`src/rtl/add_rr_pipe_if.sv`:
```
// Operand read and result write channel bundles for add_rr_pipe.
// Latency: none, these are plain signal bundles.
// Backpressure: per-channel empty (source side) and full (sink side) flags.

// Per-channel operand source: empty flags in, read strobes out, shared data.
interface read_interface #(
   parameter int FLUX = 2,
   parameter int DW   = 27
);
   logic [FLUX-1:0] empty;
   logic [FLUX-1:0] read;
   logic [DW-1:0]   dout;

   modport actor  (input empty, input dout, output read);
   modport source (output empty, output dout, input read);
endinterface

// Per-channel result sink: full flags in, one write strobe and tagged data out.
interface write_interface #(
   parameter int FLUX = 2,
   parameter int DW   = 28
);
   logic [FLUX-1:0] full;
   logic            write;
   logic [DW-1:0]   din;

   modport actor (input full, output write, output din);
   modport sink  (output full, input write, input din);
endinterface

```
`src/rtl/add_rr_pipe.sv`:
```
// add_rr_pipe: round-robin signed adder/subtractor across FLUX operand channel pairs.
// Latency: 1 cycle from operand read to result write.
// Backpressure: a full destination stalls the output stage and blocks all further issue.
module add_rr_pipe #(
   parameter int FLUX       = 2,
   parameter int DATA_WIDTH = 27,
   parameter int SUB        = 0,
   parameter int SAT        = 0
) (
   input  logic          clk,
   input  logic          rst_n,
   read_interface.actor  read_port_opA,
   read_interface.actor  read_port_opB,
   write_interface.actor write_port_sum,
   output logic          sat_pulse
);

   localparam int TAG_WIDTH = (FLUX > 1) ? $clog2(FLUX) : 0;
   // Internal tag registers keep at least one bit so FLUX=1 still elaborates.
   localparam int TW        = (TAG_WIDTH > 0) ? TAG_WIDTH : 1;
   localparam int RW        = DATA_WIDTH + 1;

   // Output stage and arbitration history.
   logic                  r_stg_valid;
   logic [TW-1:0]         r_stg_tag;
   logic [DATA_WIDTH-1:0] r_stg_data;
   logic                  r_stg_sat;
   logic [TW-1:0]         r_last;

   logic [FLUX-1:0]       w_elig;
   logic                  w_any;
   logic [TW-1:0]         w_win;
   logic                  w_full_stg;
   logic                  w_drain;
   logic                  w_issue;
   logic                  w_write;
   logic [FLUX-1:0]       w_read;
   logic signed [RW-1:0]  w_ext_a;
   logic signed [RW-1:0]  w_ext_b;
   logic signed [RW-1:0]  w_raw;
   logic [DATA_WIDTH-1:0] w_res;
   logic                  w_res_sat;

   // A channel can issue only if both operands are present and its sink has room.
   assign w_elig = ~read_port_opA.empty & ~read_port_opB.empty & ~write_port_sum.full;

   generate
      if (FLUX == 1) begin : g_single
         // Single channel: no arbitration, no tag.
         assign w_full_stg = write_port_sum.full[0];
         assign w_any      = w_elig[0];
         assign w_win      = '0;
      end else begin : g_multi
         logic [TW-1:0] w_idx;
         logic [TW-1:0] w_pick;
         logic          w_found;

         // Round-robin search starting just after the last winner, wrapping once.
         always_comb begin
            w_idx   = '0;
            w_pick  = '0;
            w_found = 1'b0;
            for (int k = 1; k <= FLUX; k++) begin
               w_idx = TW'((int'(r_last) + k) % FLUX);
               if (!w_found && w_elig[w_idx]) begin
                  w_found = 1'b1;
                  w_pick  = w_idx;
               end
            end
         end

         assign w_full_stg = write_port_sum.full[r_stg_tag];
         assign w_any      = w_found;
         assign w_win      = w_pick;
      end
   endgenerate

   // Drain when the held result's sink has room; issue into an empty or draining stage.
   assign w_drain = r_stg_valid & ~w_full_stg;
   assign w_issue = rst_n & (~r_stg_valid | w_drain) & w_any;
   assign w_write = rst_n & w_drain;

   assign w_read              = w_issue ? (FLUX'(1) << w_win) : '0;
   assign read_port_opA.read  = w_read;
   assign read_port_opB.read  = w_read;
   assign write_port_sum.write = w_write;
   assign sat_pulse           = w_write & r_stg_sat;

   generate
      if (FLUX == 1) begin : g_din_single
         assign write_port_sum.din = w_write ? r_stg_data : 'x;
      end else begin : g_din_multi
         assign write_port_sum.din = w_write ? {r_stg_tag, r_stg_data} : 'x;
      end
   endgenerate

   // One extra bit of headroom so overflow is visible before wrap or clamp.
   assign w_ext_a = {read_port_opA.dout[DATA_WIDTH-1], read_port_opA.dout[DATA_WIDTH-1:0]};
   assign w_ext_b = {read_port_opB.dout[DATA_WIDTH-1], read_port_opB.dout[DATA_WIDTH-1:0]};
   assign w_raw   = (SUB != 0) ? (w_ext_a - w_ext_b) : (w_ext_a + w_ext_b);

   // Wrap by truncation, or clamp to the signed range when the top two bits disagree.
   always_comb begin
      w_res     = w_raw[DATA_WIDTH-1:0];
      w_res_sat = 1'b0;
      if ((SAT != 0) && (w_raw[RW-1] != w_raw[RW-2])) begin
         w_res_sat = 1'b1;
         w_res     = w_raw[RW-1] ? {1'b1, {(DATA_WIDTH-1){1'b0}}}
                                 : {1'b0, {(DATA_WIDTH-1){1'b1}}};
      end
   end

   // Stage control: load on issue, empty on drain-only, hold while stalled.
   always_ff @(posedge clk) begin
      if (!rst_n) begin
         r_stg_valid <= 1'b0;
         r_stg_sat   <= 1'b0;
         r_stg_tag   <= '0;
         r_last      <= TW'(FLUX - 1);
      end else if (w_issue) begin
         r_stg_valid <= 1'b1;
         r_stg_sat   <= w_res_sat;
         r_stg_tag   <= w_win;
         r_last      <= w_win;
      end else if (w_drain) begin
         r_stg_valid <= 1'b0;
         r_stg_sat   <= 1'b0;
      end
   end

   // Stage data is qualified by r_stg_valid, so it needs no reset.
   always_ff @(posedge clk) begin
      if (w_issue) begin
         r_stg_data <= w_res;
      end
   end

endmodule

```
`src/flat_wrapper.sv`:
```
// flat-port wrapper written by rule: the top's interface ports become plain ports
module add_rr_pipe_flat 
#(
   parameter int FLUX       = 2,
   parameter int DATA_WIDTH = 27,
   parameter int SUB        = 0,
   parameter int SAT        = 0
)
  (clk, rst_n, sat_pulse, read_port_opA_empty, read_port_opA_dout, read_port_opA_read, read_port_opB_empty, read_port_opB_dout, read_port_opB_read, write_port_sum_full, write_port_sum_write, write_port_sum_din);
  read_interface #(.FLUX(FLUX), .DW(27)) read_port_opA_i ();
  read_interface #(.FLUX(FLUX), .DW(27)) read_port_opB_i ();
  write_interface #(.FLUX(FLUX), .DW(28)) write_port_sum_i ();
  input  logic clk;
  input  logic rst_n;
  output logic sat_pulse;
  input wire logic [$bits(read_port_opA_i.empty)-1:0] read_port_opA_empty;
  input wire logic [$bits(read_port_opA_i.dout)-1:0] read_port_opA_dout;
  output wire logic [$bits(read_port_opA_i.read)-1:0] read_port_opA_read;
  input wire logic [$bits(read_port_opB_i.empty)-1:0] read_port_opB_empty;
  input wire logic [$bits(read_port_opB_i.dout)-1:0] read_port_opB_dout;
  output wire logic [$bits(read_port_opB_i.read)-1:0] read_port_opB_read;
  input wire logic [$bits(write_port_sum_i.full)-1:0] write_port_sum_full;
  output wire logic [$bits(write_port_sum_i.write)-1:0] write_port_sum_write;
  output wire logic [$bits(write_port_sum_i.din)-1:0] write_port_sum_din;
  assign read_port_opA_i.empty = read_port_opA_empty;
  assign read_port_opA_i.dout = read_port_opA_dout;
  assign read_port_opA_read = read_port_opA_i.read;
  assign read_port_opB_i.empty = read_port_opB_empty;
  assign read_port_opB_i.dout = read_port_opB_dout;
  assign read_port_opB_read = read_port_opB_i.read;
  assign write_port_sum_i.full = write_port_sum_full;
  assign write_port_sum_write = write_port_sum_i.write;
  assign write_port_sum_din = write_port_sum_i.din;
  add_rr_pipe #(.FLUX(FLUX), .DATA_WIDTH(DATA_WIDTH), .SUB(SUB), .SAT(SAT)) u_core (.clk(clk), .rst_n(rst_n), .read_port_opA(read_port_opA_i), .read_port_opB(read_port_opB_i), .write_port_sum(write_port_sum_i), .sat_pulse(sat_pulse));
endmodule
```
`config.mk`:
```
export PLATFORM = sky130hd
export DESIGN_NAME = add_rr_pipe_flat
export DESIGN_NICKNAME = d
export VERILOG_FILES = /design/src/rtl/add_rr_pipe_if.sv /design/src/rtl/add_rr_pipe.sv /design/src/flat_wrapper.sv
export SDC_FILE = /design/constraint.sdc
export NUM_CORES = 1
export LEC_CHECK = 0
export CAP_MARGIN = 25
export CORE_ASPECT_RATIO = 0.6
export CORE_MARGIN = 5
export CORE_UTILIZATION = 42
export CTS_BUF_LIST = sky130_fd_sc_hd__clkbuf_8
export DETAILED_ROUTE_END_ITERATION = 16
export PLACE_DENSITY = 0.8
export SYNTH_ARGS = -nofsm -noshare
export SYNTH_HDL_FRONTEND = slang
export SYNTH_SLANG_ARGS = --single-unit
```
`constraint.sdc`:
```
create_clock -name clk -period 2.5 [get_ports clk]
set_input_delay 0.625 -clock clk [delete_from_list [all_inputs] [get_ports clk]]
set_output_delay 0.625 -clock clk [all_outputs]
set_load 0.02 [all_outputs]
```
Word level (Yosys, flattened, before mapping)
Index checks and enable logic that the tools add are counted.
- bitwise gates (word level): 12
- muxes and demuxes: 14
- add/sub/neg operators: 3
- order comparisons: 3
- reductions and logical operators: 3
- shift operators: 1
- operators with widths (kind ; number):
    28-bit 2-to-1 mux ; 1
    27-bit adder ; 1
    1-bit 2-to-1 mux ; 12
    1-bit by 2-bit less-than comparator with 1-bit output (second input constant) ; 3
    2-bit NOT ; 3
    1-bit bitwise AND ; 4
    2-bit bitwise AND ; 2
    1-bit adder (second input constant) ; 2
    2-bit 2-to-1 mux ; 1
    1-bit NOT ; 2
    2-bit nonzero test ; 1
    1-bit by 1-bit left shift with 2-bit output (first input constant) ; 1
    1-bit logical AND ; 1
    1-bit logical NOT ; 1
    1-bit bitwise OR ; 1
- logic and storage cells: 40
- register bits: 30

Logic depth before layout (Yosys ltp)
Gate-level depths: netlist of the first run.
- depth in word-level cells: 11
- gate-level depth with buffers: 9

Worst setup path after synthesis of the first run
OpenSTA, ideal clock, no wires.
- path type: input port to output port
- from: input write_port_sum_full[1]
- to: output read_port_opB_read[1]
- arrival: 2.212 ns
- slack: -0.337 ns
- cell stages on the path: 7
- path buffers: 1
- cells stage by stage: or3_1 o31ai_1 nand3_1 clkinv_1 nand2_1 inv_1 buf_4
- word-level cells in the longest chain between the ends: 10
- ends and longest elaborated chain (what ; RTL line ; RTL):
    from (decl) ; flat_wrapper.sv:22 ; input wire logic [$bits(write_port_sum_i.full)-1:0] write_port_sum_full;
    2-bit NOT ; add_rr_pipe.sv:45 ; assign w_elig = ~read_port_opA.empty & ~read_port_opB.empty & ~write_port_sum.full;
    2-bit bitwise AND ; add_rr_pipe.sv:45 ;
    1-bit 2-to-1 mux (not written as such) (2 in series) ; add_rr_pipe.sv:65 ; if (!w_found && w_elig[w_idx]) begin
    1-bit 2-to-1 mux ; add_rr_pipe.sv:65 ;
    1-bit logical NOT ; add_rr_pipe.sv:65 ;
    1-bit logical AND ; add_rr_pipe.sv:65 ;
    1-bit 2-to-1 mux ; add_rr_pipe.sv:65 ;
    1-bit bitwise AND (*) ; add_rr_pipe.sv:80 ; assign w_issue = rst_n & (~r_stg_valid | w_drain) & w_any;
    named net u_core.w_issue ; add_rr_pipe.sv:35 ; logic w_issue;
    2-bit 2-to-1 mux (*) ; add_rr_pipe.sv:83 ; assign w_read = w_issue ? (FLUX'(1) << w_win) : '0;
    to (decl) ; flat_wrapper.sv:21 ; output wire logic [$bits(read_port_opB_i.read)-1:0] read_port_opB_read;
Mark *: on every way through the listed nets, which the timed path passes. The rest lies on a longest branch. The select of a mux whose other input is x is not followed.

Final worst setup path of the first run
- from: input read_port_opB_dout[0]
- to: register u_core.r_stg_data[22] (data pin)
- word-level cells in the longest chain between the ends: 1
- ends and longest elaborated chain (what ; RTL line ; RTL):
    from (decl) ; flat_wrapper.sv:20 ; input wire logic [$bits(read_port_opB_i.dout)-1:0] read_port_opB_dout;
    27-bit adder ; add_rr_pipe.sv:100 ; assign w_raw = (SUB != 0) ? (w_ext_a - w_ext_b) : (w_ext_a + w_ext_b);
    named net u_core.w_raw[22] ; add_rr_pipe.sv:40 ; logic signed [RW-1:0] w_raw;
    to (signal assigned) ; add_rr_pipe.sv:134 ; r_stg_data <= w_res;
    to (decl) ; add_rr_pipe.sv:26 ; logic [DATA_WIDTH-1:0] r_stg_data;
The timed path passes the listed nets, and every way through them passes these cells.
A chain may end at the register's enable or synchronous reset.

==> flow_summary.json, run 1 <==
{
  "vias": 3130,
  "grtUsageTotal_pct": 23.4,
  "dpl.cell_count": 533,
  "fin_ws_ns": -0.107,
  "vias_per_cell": 5.61,
  "hp-class": "reg2reg",
  "maxSlewViolCount": 0,
  "ys_async_sr_fraction_pct": 0,
  "cpPeakStageDelay_ns": 0.40,
  "grt_pass1_wl_um": 15000,
  "ys.flop_type": "edfxtp_1",
  "drive_above_1_share_pct": 41.4,
  "dr.pass1.iters": 6,
  "grt_pass1_vias": 2979,
  "finClkSkew_ns": 0.0145,
  "pin_count": 96,
  "final_cells": 558,
  "finalSetupViolCount": 4,
  "end_kind": "flip-flop",
  "criticalPathCategory": "in2reg",
  "violations": "setup timing",
  "place.detailed.hpwl_um": 7130,
  "fp.dieH_um": 71.4,
  "leakage_nw": 2.21,
  "drtIter0Drc": 234,
  "htreeDepth": 2,
  "antenna_found_initial": 0,
  "cts_inserted_buffers": 5,
  "path_max_fanout": 3,
  "path_clk_slew_ns": 0.07,
  "final_hold_viol_count": 0,
  "peakVddDrop_uv": 340,
  "initial_utilization_pct": 43.1,
  "grt-ovfl-total": 0,
  "synth_fp_nets": 368,
  "ys_ff_latch": 30,
  "placementRows": 22,
  "syn_area_mm2": 0.00264,
  "cp_cell_sequence": "buf_6 > ha_4 > inv_2 > fa_2 > and2b_2 > o2111ai_4 > buf_6 > a2111oi_4 > nor3_2 > a31oi_1 > xor2_1",
  "clk_path_buf_depth": 2,
  "cellPowerDensity_mw_per_mm2": 411,
  "crit_path_start_kind": "input port",
  "drt_wl_total_um": 10600,
  "period_needed_ns": 2.61,
  "yosysWarnings": 0,
  "io_buffer_count": 94,
  "clock_tree.root_cell": "clkbuf_8",
  "final_common_cell": "buf_4",
  "avgSynthCellArea_um2": 9.45,
  "ys_seq_area_share_pct": 33.0,
  "synth-edff-count": 27,
  "clk_latency_ns": 0.29,
  "synthDistinctLibCells": 54,
  "grt_max_degree": 28,
  "die_width_um": 112,
  "final_nets": 562,
  "hold_slack_ns": 0.486,
  "finalCritPeriodShare_pct": 104,
  "drc": 0,
  "ant_nets": 0,
  "cts_tree": "built",
  "path_common_cell": "buf_6",
  "status": "finished, violations left",
  "synthCells": 279,
  "antenna_cells": 0,
  "wl_per_cell_um": 19.0,
  "gp_congestion": 0.889,
  "layout_common_cells": "buf_4, clkdlybuf4s50_1, edfxtp_1",
  "syn2layout_area_growth_pct": 88.6,
  "max_cap_violations": 0,
  "rsz0062_at_grt": "yes",
  "core_area_mm2": 0.00611,
  "required_ns": 2.53,
  "clock.fmax_mhz": 384,
  "cp_slowest_cell": "a2111oi_4",
  "worst_ep_arrival_time_ns": 2.64,
  "clock-sinks": 30,
  "die_area_mm2": 0.00801
}
state kept, by name, indices dropped and copies added, names as in the netlist:
name,cells
u_core.r_stg_data,27
u_core.r_last,1
u_core.r_stg_tag,1
u_core.r_stg_valid,1
path summary, 6_finish.rpt:
kind	start	to	slack (ns)	cells past startpoint
worst min register to register	u_core.r_last$_SDFFE_PN1P_	u_core.r_last$_SDFFE_PN1P_	0.49	2
worst max register to register	u_core.r_stg_tag$_SDFFE_PN0P_	u_core.r_stg_data[19]$_DFFE_PP_	0.59	7
worst min-delay path	u_core.r_last$_SDFFE_PN1P_	u_core.r_last$_SDFFE_PN1P_	0.49	2
worst max-delay path	read_port_opB_dout[0]	u_core.r_stg_data[22]$_DFFE_PP_	-0.11	11
synthesized netlist by cell type (2+ instances only):
cell	number	area share (%)
nand2_1	26	3.7
xnor2_1	11	3.7
inv_1	10	1.4
or3_1	2	0.47
ha_1	26	12
nor3_2	2	0.76
nor4_1	2	0.47
a21oi_1	22	4.2
xor2_1	11	3.7
buf_2	5	0.95
nor2_1	8	1.1
nor3b_1	2	0.57
o31ai_1	4	1.1
nand4_1	4	0.95
buf_4	7	2.0
o21a_1	5	1.4
a21oi_2	4	1.3
and2b_1	2	0.57
nor2b_1	3	0.71
a21o_1	8	2.3
o21ai_1	8	1.5
nand3_1	10	1.9
and4_1	5	1.7
a31oi_1	3	0.71
and2_1	6	1.4
nand2b_1	6	1.4
o21bai_1	2	0.57
nor3_1	6	1.1
a211o_1	2	0.66
dfxtp_1	3	2.3
o21ai_0	7	1.3
a21boi_1	3	0.85
edfxtp_1	27	31
o211ai_1	5	1.4
a211oi_1	3	0.85
layout make-up:
cell class,count,area [um2]
multi-input combinational,225,2100
timing repair buffer,200,1760
fill,349,1140
sequential,30,871
tap,84,105
clock buffer,6,82.6
inverter,11,48.8
clock inverter,2,7.51
cell families (layout without fill, tap and decap cells):
kind of cell	count (synthesis)	count (layout)	synth area share (%)
other cells	1	1	0.142
mux	2	2	0.854
buf+inv	24	219	4.65
xor+xnor	22	22	7.31
simple gates	86	86	17.6
flops	30	30	33.0
fa+ha+maj	27	27	13.1
compound gates	87	87	23.3
through the flow:
stage                     TNS, ns  cell area, um2  total power, W  util, %  setup slack [ns]
after floorplan           -0.0385            2660         0.00103        -           -0.0283
after global placement     -11.44            4290         0.00144     70.3            -0.677
after detailed placement   -15.65            4290         0.00147     70.3            -0.780
after CTS                 -0.0392            4640         0.00191     75.9           -0.0391
after global routing       -0.528            4970         0.00214     81.3            -0.148
final                      -0.160            4970         0.00205     81.3            -0.107
metal layers:
metal | up-vias | global-route usage (%) | wire [um] | share of wire (%)
li1 | 1427 | - | - | -
met1 | 1459 | 31.2 | 4420 | 42
met2 | 216 | 38.3 | 4930 | 47
met3 | 28 | 4.81 | 990 | 9.3
met4 | 0 | 7.47 | 255 | 2.4
met5 | - | 0 | 0 | 0
timing repair:
| item | in CTS | in global routing |
|---|---|---|
| endpoints found under the setup margin | 22 | 16 |
| buffers inserted | 8 | 9 |
| pin swaps | 19 | 34 |
| gates resized for setup | 80 | 65 |
| endpoints found under the hold margin | 0 | 0 |
| hold buffers | 0 | 0 |
where the power goes:
group          total (W)  leakage [nW]  internal (W)  switching, W
logic            0.00105          1.89      0.000540      0.000507
registers       0.000606         0.272      0.000599    0.00000772
clock network   0.000392        0.0538      0.000216      0.000176
critical path, delay by kind of cell:
kind	cells	cell delay [ns]
buffers and inverters	3	0.26
AO/OA/AOI/OAI	3	0.79
adder cells (fa/ha/maj)	2	0.48
XOR/XNOR	1	0.11
AND/OR/NAND/NOR	2	0.36
Power figures use the tool's default switching activity.
==> run 2: changes to the inputs <==
--- a/config.mk
+++ b/config.mk
@@ -5,13 +5,15 @@
 export SDC_FILE = /design/constraint.sdc
 export NUM_CORES = 1
 export LEC_CHECK = 0
+export ABC_AREA = 1
 export CAP_MARGIN = 25
 export CORE_ASPECT_RATIO = 0.6
 export CORE_MARGIN = 5
-export CORE_UTILIZATION = 42
+export CORE_UTILIZATION = 44
 export CTS_BUF_LIST = sky130_fd_sc_hd__clkbuf_8
 export DETAILED_ROUTE_END_ITERATION = 16
-export PLACE_DENSITY = 0.8
+export PLACE_DENSITY = 0.81
+export SKIP_CTS_REPAIR_TIMING = 1
 export SYNTH_ARGS = -nofsm -noshare
 export SYNTH_HDL_FRONTEND = slang
 export SYNTH_SLANG_ARGS = --single-unit
==> run 2 against run 1 <==
  * The run now ends clean
  * Sequential share of layout area rose by 2.2 points
  * Worst hold slack improved by 0.028 ns
  * Largest cell class unchanged
  * Critical endpoint is now read_port_opA_read[1]
  * Final cell count rose by 20%
  * Area after synthesis rose by 14%
  * Global-route usage fell by 3.6 points
  * Sequential cell count did not move
  * Design area fell by 11%
  * Highest routed layer unchanged
  * First-iteration DRC count fell by 0.43%
  * Largest power group unchanged
  * Non-clock buffer count fell by 75
  * Fmax rose by 5.0%
  * Via count rose by 4.5%
  * Combinational power fell by 29%
==> flow_summary.json, run 2 <==
{
  "pin_count": 96,
  "final_common_cell": "nand2_1",
  "die_width_um": 117,
  "leakage_nw": 2.26,
  "finalCritPeriodShare_pct": 99.3,
  "wl_per_cell_um": 13.0,
  "drt_wl_total_um": 8690,
  "synth_top_family_by_area": "simple AND/OR/NAND/NOR gates",
  "reg2reg_from": "u_core.r_stg_tag$_SDFFE_PN0P_",
  "worst_ep_arrival_time_ns": 1.86,
  "largest_reg_flops": 27,
  "finalSetupViolCount": 0,
  "rrSetupSlack_ns": 0.81,
  "max_cap_violations": 0,
  "antenna_cells": 0,
  "crit_path_start_kind": "input port",
  "syn2layout_area_growth_pct": 47.1,
  "dr.pass1.iters": 5,
  "grtUsageTotal_pct": 19.8,
  "grt_pass1_wl_um": 13400,
  "nFillCells": 579,
  "crit_path_start": "write_port_sum_full[1]",
  "htreeDepth": 2,
  "synth_compound_area_share_pct": 4.79,
  "ys_async_sr_fraction_pct": 0,
  "vias": 3271,
  "placementRows": 23,
  "ys_ff_latch": 30,
  "peakVddDrop_uv": 271,
  "status": "finished clean",
  "clk_path_buf_depth": 2,
  "die_area_mm2": 0.00863,
  "required_ns": 1.88,
  "synth_xor_area_share_pct": 4.08,
  "largest-register": "u_core.r_stg_data",
  "synthDistinctLibCells": 29,
  "antenna_found_initial": 0,
  "synth_most_common_cell": "nand2_1",
  "syn_area_mm2": 0.00300,
  "grt-ovfl-total": 0,
  "final_nets": 668,
  "final_util_pct": 66.5,
  "core_area_mm2": 0.00665,
  "hp-class": "reg2reg",
  "cellPowerDensity_mw_per_mm2": 421,
  "clk_latency_ns": 0.29,
  "seqCellArea_um2": 871,
  "clock_tree.root_cell": "clkbuf_8",
  "ys_seq_area_share_pct": 29.0,
  "end_kind": "output port",
  "period_needed_ns": 2.48,
  "rsz0062_at_grt": "yes",
  "path_clk_slew_ns": 0.06,
  "synth_top_cells_by_count": "nand2_1, inv_1, edfxtp_1, nand3_1, nor2_1",
  "clock.fmax_mhz": 403,
  "drive_above_1_share_pct": 15.3,
  "avgSynthCellArea_um2": 6.66,
  "ys.flop_type": "edfxtp_1",
  "synth-edff-count": 27,
  "maxSlewViolCount": 0,
  "r2r_end": "u_core.r_stg_data[19]$_DFFE_PP_",
  "drc": 0,
  "clock-sinks": 30,
  "synthSimpleGateAreaFrac_pct": 38.3,
  "place.detailed.hpwl_um": 7080,
  "cts_inserted_buffers": 5,
  "gp_congestion": 1.01,
  "power_w": 0.00186,
  "worstRegToRegCells": 7,
  "ys_top_cells_by_area": "edfxtp_1, nand2_1, inv_1",
  "fp.dieH_um": 74.0,
  "synth-adder-area-share_pct": 11.5,
  "drtIter0Drc": 233,
  "vias_per_cell": 4.90,
  "crit_path_end": "read_port_opA_read[1]",
  "final_hold_viol_count": 0,
  "grt_pass1_vias": 3025,
  "grt_max_degree": 28,
  "layout_common_cells": "nand2_1, clkdlybuf4s50_1, inv_1",
  "path_max_fanout": 4,
  "synthMuxAreaShare_pct": 0,
  "yosysWarnings": 0,
  "initial_utilization_pct": 45.2,
  "cts_tree": "built",
  "netlist.area_leader.share_pct": 27.0,
  "ant_nets": 0,
  "multi_input_area_mm2": 0.00182,
  "criticalPathCategory": "in2out",
  "io_buffer_count": 94,
  "finClkSkew_ns": 0.00828,
  "synthCells": 451,
  "synth_fp_nets": 540,
  "yosysTopAreaCell": "edfxtp_1"
}
[run 2: cell count changes after synthesis, sizes merged, moves of 6 or more]
cell and delta:
nand2 +150, inv +80, nor2 +30, nand3 +21, o21ai -12, a21o -8
buf -8, a21oi -7, nor3 -7, xnor2 -7, nand2b -6
[run 2: cell families after synthesis]
family                   Yosys count
other                              1
AO/OA/AOI/OAI                     26
AND/OR/NAND/NOR                  259
XOR/XNOR                          14
flip-flops                        30
adder cells (fa/ha/maj)           27
buffers and inverters             94
[run 2: final cells by class]
cell class                 instances  share of cell area [%]
clock buffer                       6                    1.87
clock inverter                     2                   0.764
inverter                          90                    7.73
multi-input combinational        327                    41.1
sequential                        30                    19.7
tap                               87                    2.46
timing repair buffer             125                    26.4
[run 2: how the worst min path moves through the flow]
stage	from	cells after the start	slack [ns]	to
floorplan	u_core.r_last$_SDFFE_PN1P_	2	0.44	u_core.r_last$_SDFFE_PN1P_
global placement	u_core.r_last$_SDFFE_PN1P_	2	0.48	u_core.r_last$_SDFFE_PN1P_
detailed placement	u_core.r_last$_SDFFE_PN1P_	2	0.48	u_core.r_last$_SDFFE_PN1P_
CTS	u_core.r_last$_SDFFE_PN1P_	2	0.49	u_core.r_last$_SDFFE_PN1P_
global route	u_core.r_last$_SDFFE_PN1P_	2	0.53	u_core.r_last$_SDFFE_PN1P_
finish	u_core.r_stg_valid$_SDFFE_PN0P_	2	0.51	u_core.r_stg_valid$_SDFFE_PN0P_
[run 2: power breakdown]
group          switching, W  internal (W)
combinational      0.000410      0.000338
clock              0.000193      0.000321
sequential       0.00000655      0.000593
total              0.000609       0.00125
[run 2: stage by stage]
| stage | hold WS, ns | std cells | TNS, ns | setup WS (ns) | cell area [um2] |
|---|---|---|---|---|---|
| 2_1_floorplan | 0.443 | 451 | 0 | 0.0169 | 3020 |
| 3_3_place_gp | 0.478 | 655 | -3.16 | -0.378 | 4240 |
| 3_5_place_dp | 0.480 | 655 | -3.95 | -0.469 | 4240 |
| 4_1_cts | 0.494 | 663 | -1.99 | -0.469 | 4350 |
| 5_1_grt | 0.528 | 667 | -0.0710 | -0.0294 | 4420 |
| 6_report | 0.514 | 667 | 0 | 0.0173 | 4420 |
[run 2: metal layers]
layer  track usage [%]  part of all wire [%]  vias up
li1                  -                     -     1653
met1              27.2                    44     1472
met2              32.2                    45      137
met3              5.20                    10        9
met4              3.31                  0.64        0
met5                 0                     0        -
[run 2: critical path, stage by stage]
cell,delay (ns)
clkdlybuf4s50_1,0.47
inv_2,0.05
nand2_1,0.09
nand2_1,0.11
nand3_4,0.13
clkinvlp_4,0.11
nand2_2,0.07
inv_2,0.04
buf_4,0.14
